## src/rtl/loop_nest_ctrl_pkg.sv

```systemverilog
// Shared definitions for the loop-nest sequencer: FSM state encoding,
// event one-hot field order and default widths.
package loop_nest_ctrl_pkg;

  localparam int DEF_LOOP_ID_W   = 5;
  localparam int DEF_LOOP_ITER_W = 16;

  typedef enum logic [2:0] {
    S_IDLE  = 3'd0,
    S_INIT  = 3'd1,
    S_ENTER = 3'd2,
    S_ITER  = 3'd3,
    S_DONE  = 3'd4
  } state_e;

  // Bit positions inside the registered one-hot event vector.
  localparam int EV_INIT  = 0;
  localparam int EV_ENTER = 1;
  localparam int EV_VALID = 2;
  localparam int EV_EXIT  = 3;
  localparam int EV_DONE  = 4;
  localparam int EV_W     = 5;

endpackage

```

## src/rtl/loop_iter_regfile.sv

```systemverilog
// Per-loop iteration limits and live counters, read combinationally at the
// current nest level. Only the counters are cleared by reset.
module loop_iter_regfile #(
  parameter int ID_W   = 5,
  parameter int ITER_W = 16
) (
  input  logic              clk_i,
  input  logic              resetn_i,
  input  logic              max_we_i,
  input  logic [ID_W-1:0]   max_waddr_i,
  input  logic [ITER_W-1:0] max_wdata_i,
  input  logic              cnt_we_i,
  input  logic [ID_W-1:0]   idx_i,
  input  logic [ITER_W-1:0] cnt_wdata_i,
  output logic [ITER_W-1:0] max_rd_o,
  output logic [ITER_W-1:0] cnt_rd_o
);

  localparam int DEPTH = 1 << ID_W;

  logic [ITER_W-1:0] max_q [DEPTH];
  logic [ITER_W-1:0] cnt_q [DEPTH];

  always_ff @(posedge clk_i) begin
    if (max_we_i) max_q[max_waddr_i] <= max_wdata_i;
  end

  always_ff @(posedge clk_i or negedge resetn_i) begin
    if (!resetn_i) begin
      for (int i = 0; i < DEPTH; i++) cnt_q[i] <= '0;
    end else if (cnt_we_i) begin
      cnt_q[idx_i] <= cnt_wdata_i;
    end
  end

  assign max_rd_o = max_q[idx_i];
  assign cnt_rd_o = cnt_q[idx_i];

endmodule

```

## src/rtl/loop_nest_ctrl.sv

```systemverilog
// Loop-nest sequencer: walks the configured table of counted loops and emits
// one registered init/enter/index-valid/exit/done event per non-stalled cycle.
module loop_nest_ctrl
  import loop_nest_ctrl_pkg::*;
#(
  parameter int LOOP_ID_W   = DEF_LOOP_ID_W,
  parameter int LOOP_ITER_W = DEF_LOOP_ITER_W
) (
  input  logic                   clk,
  input  logic                   resetn,
  input  logic                   cfg_loop_clear,
  input  logic                   cfg_loop_iter_v,
  input  logic [LOOP_ITER_W-1:0] cfg_loop_iter,
  input  logic                   start,
  input  logic                   stall,
  output logic [LOOP_ID_W-1:0]   loop_index,
  output logic                   loop_index_valid,
  output logic                   loop_init,
  output logic                   loop_enter,
  output logic                   loop_exit,
  output logic                   loop_ctrl_done,
  output logic                   busy
);

  localparam int DEPTH = 1 << LOOP_ID_W;
  localparam int NUM_W = LOOP_ID_W + 1;
  localparam logic [NUM_W-1:0] NUM_MAX = NUM_W'(DEPTH);

  state_e                 state_q;
  logic [LOOP_ID_W-1:0]   lvl_q;
  logic [LOOP_ID_W-1:0]   idx_q;
  logic [NUM_W-1:0]       num_loops_q;
  logic [EV_W-1:0]        ev_q;
  logic                   busy_q;

  logic [LOOP_ID_W-1:0]   inner;
  logic                   at_inner;
  logic                   cnt_lt;
  logic                   cfg_idle;
  logic                   max_we;
  logic                   cnt_we;
  logic [LOOP_ITER_W-1:0] max_rd;
  logic [LOOP_ITER_W-1:0] cnt_rd;
  logic [LOOP_ITER_W-1:0] cnt_wdata;

  // With a full table num_loops wraps to 0 in the low bits, so inner is still the last id.
  always_comb begin
    cfg_idle  = (state_q == S_IDLE);
    inner     = num_loops_q[LOOP_ID_W-1:0] - 1'b1;
    at_inner  = (lvl_q == inner);
    cnt_lt    = (cnt_rd < max_rd);
    max_we    = cfg_idle && cfg_loop_iter_v && !cfg_loop_clear && (num_loops_q < NUM_MAX);
    cnt_we    = !stall && ((state_q == S_ENTER) || ((state_q == S_ITER) && cnt_lt));
    cnt_wdata = (state_q == S_ENTER) ? '0 : cnt_rd + 1'b1;
  end

  loop_iter_regfile #(
    .ID_W   (LOOP_ID_W),
    .ITER_W (LOOP_ITER_W)
  ) u_regfile (
    .clk_i       (clk),
    .resetn_i    (resetn),
    .max_we_i    (max_we),
    .max_waddr_i (num_loops_q[LOOP_ID_W-1:0]),
    .max_wdata_i (cfg_loop_iter),
    .cnt_we_i    (cnt_we),
    .idx_i       (lvl_q),
    .cnt_wdata_i (cnt_wdata),
    .max_rd_o    (max_rd),
    .cnt_rd_o    (cnt_rd)
  );

  always_ff @(posedge clk or negedge resetn) begin
    if (!resetn) begin
      state_q     <= S_IDLE;
      lvl_q       <= '0;
      idx_q       <= '0;
      num_loops_q <= '0;
      ev_q        <= '0;
      busy_q      <= 1'b0;
    end else begin
      if (cfg_idle) begin
        if (cfg_loop_clear)  num_loops_q <= '0;
        else if (max_we)     num_loops_q <= num_loops_q + 1'b1;
      end

      if (stall) begin
        ev_q <= '0;
      end else begin
        ev_q  <= '0;
        idx_q <= '0;
        case (state_q)
          S_IDLE: begin
            if (start) begin
              busy_q  <= 1'b1;
              state_q <= (num_loops_q == '0) ? S_DONE : S_INIT;
            end
          end
          S_INIT: begin
            ev_q[EV_INIT] <= 1'b1;
            lvl_q         <= '0;
            state_q       <= S_ENTER;
          end
          S_ENTER: begin
            ev_q[EV_ENTER] <= 1'b1;
            idx_q          <= lvl_q;
            if (at_inner) state_q <= S_ITER;
            else          lvl_q   <= lvl_q + 1'b1;
          end
          // Outer levels re-enter the next inner loop after each advance.
          S_ITER: begin
            idx_q <= lvl_q;
            if (cnt_lt) begin
              ev_q[EV_VALID] <= 1'b1;
              if (!at_inner) begin
                lvl_q   <= lvl_q + 1'b1;
                state_q <= S_ENTER;
              end
            end else begin
              ev_q[EV_EXIT] <= 1'b1;
              if (lvl_q == '0) state_q <= S_DONE;
              else             lvl_q   <= lvl_q - 1'b1;
            end
          end
          S_DONE: begin
            ev_q[EV_DONE] <= 1'b1;
            busy_q        <= 1'b0;
            state_q       <= S_IDLE;
          end
          default: state_q <= S_IDLE;
        endcase
      end
    end
  end

  assign loop_index       = idx_q;
  assign loop_init        = ev_q[EV_INIT];
  assign loop_enter       = ev_q[EV_ENTER];
  assign loop_index_valid = ev_q[EV_VALID];
  assign loop_exit        = ev_q[EV_EXIT];
  assign loop_ctrl_done   = ev_q[EV_DONE];
  assign busy             = busy_q;

endmodule

```

## config.mk

```make
export PLATFORM = sky130hd
export DESIGN_NAME = loop_nest_ctrl
export DESIGN_NICKNAME = d
export VERILOG_FILES = /design/src/rtl/loop_nest_ctrl_pkg.sv /design/src/rtl/loop_iter_regfile.sv /design/src/rtl/loop_nest_ctrl.sv
export SDC_FILE = /design/constraint.sdc
export NUM_CORES = 1
export LEC_CHECK = 0
export BUFFER_PORTS_ARGS = -buffer_cell sky130_fd_sc_hd__buf_4
export CAP_MARGIN = 20
export CORE_MARGIN = 3
export CORE_UTILIZATION = 45
export DETAILED_ROUTE_END_ITERATION = 6
export GPL_ROUTABILITY_DRIVEN = 0
export PLACE_DENSITY_LB_ADDON = 0.15
export SLEW_MARGIN = 30
export SYNTH_ARGS = -nofsm -noshare
export SYNTH_HDL_FRONTEND = slang
export SYNTH_SLANG_ARGS = --single-unit
```

## constraint.sdc

```tcl
create_clock -name clk -period 8.54 [get_ports clk]
set_clock_uncertainty 0.2 [all_clocks]
set_input_delay 1.281 -clock clk [delete_from_list [all_inputs] [get_ports clk]]
set_output_delay 1.281 -clock clk [all_outputs]
set_load 0.01 [all_outputs]
```

==> flow_results.xml <==
<?xml version="1.0" encoding="UTF-8"?>
<metrics>
  <group name="run_status">
    <metric name="run_status" unit="">finished clean</metric>
  </group>
  <group name="critical_path">
    <metric name="worst_ep_required_time" unit="ns">8.91</metric>
    <metric name="worstPathMaxFanout" unit="">36</metric>
    <metric name="critical_path.reg2reg.startpoint" unit="">lvl_q[1]$_DFFE_PN0P_</metric>
    <metric name="crit_path_end_kind" unit="">flop</metric>
    <metric name="worstSetupStartpoint" unit="">lvl_q[1]$_DFFE_PN0P_</metric>
    <metric name="worst_r2r_endpoint" unit="">u_regfile.cnt_q[313]$_DFFE_PN0P_</metric>
    <metric name="worstSetupPathType" unit="">flop to flop</metric>
    <metric name="setup.reg_to_reg.worst_slack" unit="ns">1.50</metric>
    <metric name="cp_data_arrival_time" unit="ns">7.41</metric>
    <metric name="worst-r2r-cell-count" unit="">17</metric>
    <metric name="crit_end" unit="">u_regfile.cnt_q[313]$_DFFE_PN0P_</metric>
    <metric name="worst_setup_path_start_kind" unit="">flop</metric>
  </group>
  <group name="timing">
    <metric name="timing.final.crit_share" unit="%">82.4</metric>
    <metric name="headroom_to_the_max_slew_limit" unit="%">34.6</metric>
    <metric name="finalHoldWorstSlack" unit="ns">0.285</metric>
    <metric name="setup_repair_after_global_routing_missed_its_margin" unit="">false</metric>
    <metric name="final-setup-viol-count" unit="">0</metric>
    <metric name="final-max-slew-violation-count" unit="">0</metric>
    <metric name="setup-tns-final" unit="ns">0</metric>
    <metric name="timing.final.ws_setup" unit="ns">1.50</metric>
    <metric name="max_freq" unit="GHz">0.142</metric>
    <metric name="tightest_slew" unit="ns">0.980</metric>
    <metric name="timing.final.crit_period" unit="ns">7.04</metric>
    <metric name="report.final.hold_viol_count" unit="">0</metric>
  </group>
  <group name="synthesis">
    <metric name="synth_edf_count" unit="">512</metric>
    <metric name="synth_area_per_cell" unit="µm²">16.8</metric>
    <metric name="seq_cells_post_synth" unit="">1049</metric>
    <metric name="synth.net_count" unit="">2842</metric>
    <metric name="synth.cell_area" unit="mm²">0.0470</metric>
    <metric name="synthesis.yosys.warnings" unit="">0</metric>
    <metric name="netlist_instances" unit="">2794</metric>
    <metric name="yosys_most_used_dff" unit="">dfrtp_1</metric>
    <metric name="yosysSeqAreaShare" unit="%">61.3</metric>
    <metric name="netlist-cell-type-count" unit="">81</metric>
    <metric name="async_reset_ff_share" unit="%">51.2</metric>
  </group>
  <group name="placed_design">
    <metric name="placed_cells_incl_taps" unit="">4129</metric>
    <metric name="postPlaceCellArea" unit="mm²">0.0489</metric>
    <metric name="placement.io_buffers" unit="">32</metric>
    <metric name="pre_cts_ws" unit="ns">1.66</metric>
    <metric name="dp.final_hpwl" unit="mm">83.0</metric>
  </group>
  <group name="clock_tree">
    <metric name="post-cts-setup-buffer-count" unit="">0</metric>
    <metric name="cts-root-buf" unit="">clkbuf_16</metric>
    <metric name="cts.htree.levels" unit="">3</metric>
    <metric name="clkSlewWorstSetupHoldPaths" unit="ns">0.06</metric>
    <metric name="post_cts_hold_buffer_count" unit="">0</metric>
    <metric name="cts_made_buffers" unit="">109</metric>
    <metric name="cts.sinks" unit="">1049</metric>
    <metric name="clock_tree_from_tritoncts" unit="">yes</metric>
    <metric name="clk_path_buf_depth" unit="">3</metric>
    <metric name="cts_repair_resize_count" unit="">0</metric>
    <metric name="worstSkewPairLatency" unit="ns">0.70</metric>
  </group>
  <group name="global_route">
    <metric name="gr_usage_total" unit="%">24.6</metric>
    <metric name="grt_overflow_total" unit="">0</metric>
    <metric name="grt_pass1_vias" unit="">27100</metric>
    <metric name="antenna_found_initial" unit="">4</metric>
    <metric name="grt_max_degree" unit="">131</metric>
    <metric name="wire_length_of_the_first_global_routing_pass" unit="mm">194</metric>
  </group>
  <group name="die">
    <metric name="floorplan.die.width" unit="µm">329</metric>
    <metric name="design.die.area" unit="mm²">0.108</metric>
    <metric name="core-area" unit="mm²">0.103</metric>
    <metric name="initial_core_util" unit="%">45.7</metric>
    <metric name="std_cell_rows" unit="">117</metric>
    <metric name="number_of_top_level_design_ports" unit="">33</metric>
    <metric name="die_h" unit="µm">329</metric>
  </group>
  <group name="route">
    <metric name="drt-wirelength-per-cell" unit="µm">30.6</metric>
    <metric name="via_count" unit="">26400</metric>
    <metric name="drt-pass1-iter-count" unit="">5</metric>
    <metric name="drc" unit="">0</metric>
    <metric name="dr.first_iter.drc_count" unit="">2641</metric>
    <metric name="antenna_violating_nets_post_route" unit="">0</metric>
    <metric name="avgViaCountPerCell" unit="">6.08</metric>
    <metric name="drt-total-wl" unit="mm">133</metric>
  </group>
  <group name="finish">
    <metric name="area.growth.synth_to_final" unit="%">11.9</metric>
    <metric name="final_layout_size_suffix_gt1_share" unit="%">35.2</metric>
    <metric name="post_route_cell_area" unit="mm²">0.0526</metric>
    <metric name="final_nets" unit="">2921</metric>
    <metric name="post_layout_nonfiller_instances" unit="">4335</metric>
    <metric name="number_of_filler_cells_placed_in_the_layout" unit="">8392</metric>
    <metric name="final_core_util" unit="%">51.2</metric>
  </group>
  <group name="power_and_ir_drop">
    <metric name="max-vdd-ir-drop" unit="mV">0.227</metric>
    <metric name="power.leakage" unit="nW">20.4</metric>
    <metric name="p_per_area" unit="mW/mm²">265</metric>
    <metric name="report.power.total" unit="mW">13.9</metric>
  </group>
  <group name="worst_hold_path">
    <metric name="timing.hold.worst.class" unit="">input port to asynchronous set/reset pin</metric>
  </group>
  <group name="run">
    <metric name="timing.max_cap.violations" unit="">0</metric>
  </group>
</metrics>
kinds of logic after synthesis:
logic type	count (synthesis)	share of synthesized area (%)
compound gates	272	4.10
simple gates	325	4.91
buf+inv	217	3.13
mux	889	25.6
fa+ha+maj	26	0.692
xor+xnor	16	0.298
flops	1049	61.3
layout make-up:
type	instances	area, µm²	area share, %
Timing Repair Buffer	172	1450	2.76
Antenna cell	2	5.00	0.00952
Multi-Input combinational cell	1528	16900	32.1
Sequential cell	1049	28800	54.8
Tap cell	1368	1710	3.26
Clock buffer	145	3010	5.73
Clock inverter	58	653	1.24
Inverter	13	48.8	0.0928
report_power, final:
| part | switching [mW] | internal, mW | leakage (nW) |
|---|---|---|---|
| logic | 2.11 | 1.29 | 6.51 |
| clock network | 2.02 | 2.85 | 1.78 |
| registers | 0.204 | 5.48 | 12.1 |
synth_stat cells (5+ instances only):
cell	n	area share, %
and3_1	7	0.093
mux2i_1	262	5.6
nor2_1	68	0.54
buf_8	8	0.26
nand4_1	9	0.12
inv_1	11	0.088
o221ai_1	7	0.13
nand3b_1	6	0.096
buf_12	5	0.21
mux2_1	26	0.62
or3_1	7	0.093
nand3_1	21	0.22
nand2_2	9	0.12
buf_2	30	0.32
dfrtp_1	537	29
clkbuf_1	77	0.61
mux2_2	235	5.6
nand4b_1	5	0.093
o21ai_0	16	0.17
nand4bb_1	6	0.14
nor3_1	13	0.14
buf_4	11	0.18
o31ai_1	5	0.080
edfxtp_1	512	33
mux4_2	128	6.1
mux2_4	236	7.5
buf_1	19	0.15
ha_1	26	0.69
a21oi_1	12	0.13
nand2_1	51	0.41
xnor2_1	12	0.22
and4_1	15	0.28
o22ai_1	120	1.6
a22o_1	14	0.26
buf_6	54	1.3
nor4_1	24	0.32
nor4_2	5	0.13
nor3_4	31	1.1
a22oi_1	64	1.0
and2_1	8	0.11
cells in the final DEF, fill, tap and decap left out, types with 14 or more instances in the layout:
master | synthesis | layout
clkinv_1 | 1 | 17
mux2_4 | 236 | 236
mux4_2 | 128 | 128
a22o_1 | 14 | 14
mux2_2 | 235 | 235
clkbuf_1 | 77 | 22
clkinv_2 | 0 | 16
nor3_4 | 31 | 32
and4_1 | 15 | 15
o21ai_0 | 16 | 16
o22ai_1 | 120 | 120
edfxtp_1 | 512 | 512
mux2i_1 | 262 | 258
dfrtp_1 | 537 | 535
nor4_1 | 24 | 23
clkbuf_16 | 0 | 110
mux2_1 | 26 | 26
nor2_1 | 68 | 54
nand2_1 | 51 | 50
a22oi_1 | 64 | 64
buf_4 | 11 | 156
nand3_1 | 21 | 21
ha_1 | 26 | 26
worst min-delay path by stage:
stage	end	slack [ns]	cells past startpoint
after global routing	u_regfile.cnt_q[231]$_DFFE_PN0P_	0.28	1
after detailed placement	u_regfile.cnt_q[457]$_DFFE_PN0P_	0.28	1
after global placement	u_regfile.cnt_q[201]$_DFFE_PN0P_	0.27	1
after floorplan	u_regfile.cnt_q[511]$_DFFE_PN0P_	0.25	2
after CTS	u_regfile.cnt_q[457]$_DFFE_PN0P_	0.29	1
final	u_regfile.cnt_q[193]$_DFFE_PN0P_	0.28	1
worst max-delay path, cell delays in order, from the launching register on:
cell      delay (ns)
dfrtp_4         0.94
buf_4           0.53
buf_4           0.36
mux2i_1         0.27
o22ai_1         0.12
nor4_1          0.56
nand2_1         0.30
ha_1            0.40
nand4_1         0.09
nor3_1          0.33
nand2_1         0.19
nand4b_2        0.31
a41oi_4         0.34
nand2b_4        0.70
buf_4           0.39
nor3_4          0.07
buf_4           0.29
mux2_4          0.35
sequential cells by signal (all words and copies together), names as in the netlist:
register         flops
lvl_q                5
u_regfile.max_q    512
state_q              3
loop_index           5
num_loops_q          6
ev_q                 5
busy                 1
u_regfile.cnt_q    512
layer usage:
layer | track usage (%) | up-vias | wire (µm)
li1 | - | 11000 | -
met1 | 37.1 | 14200 | 60800
met2 | 36.2 | 966 | 58700
met3 | 4.64 | 200 | 9600
met4 | 7.67 | 0 | 3600
met5 | 0 | - | 0
No activity file was read; power rests on OpenSTA's default activity.
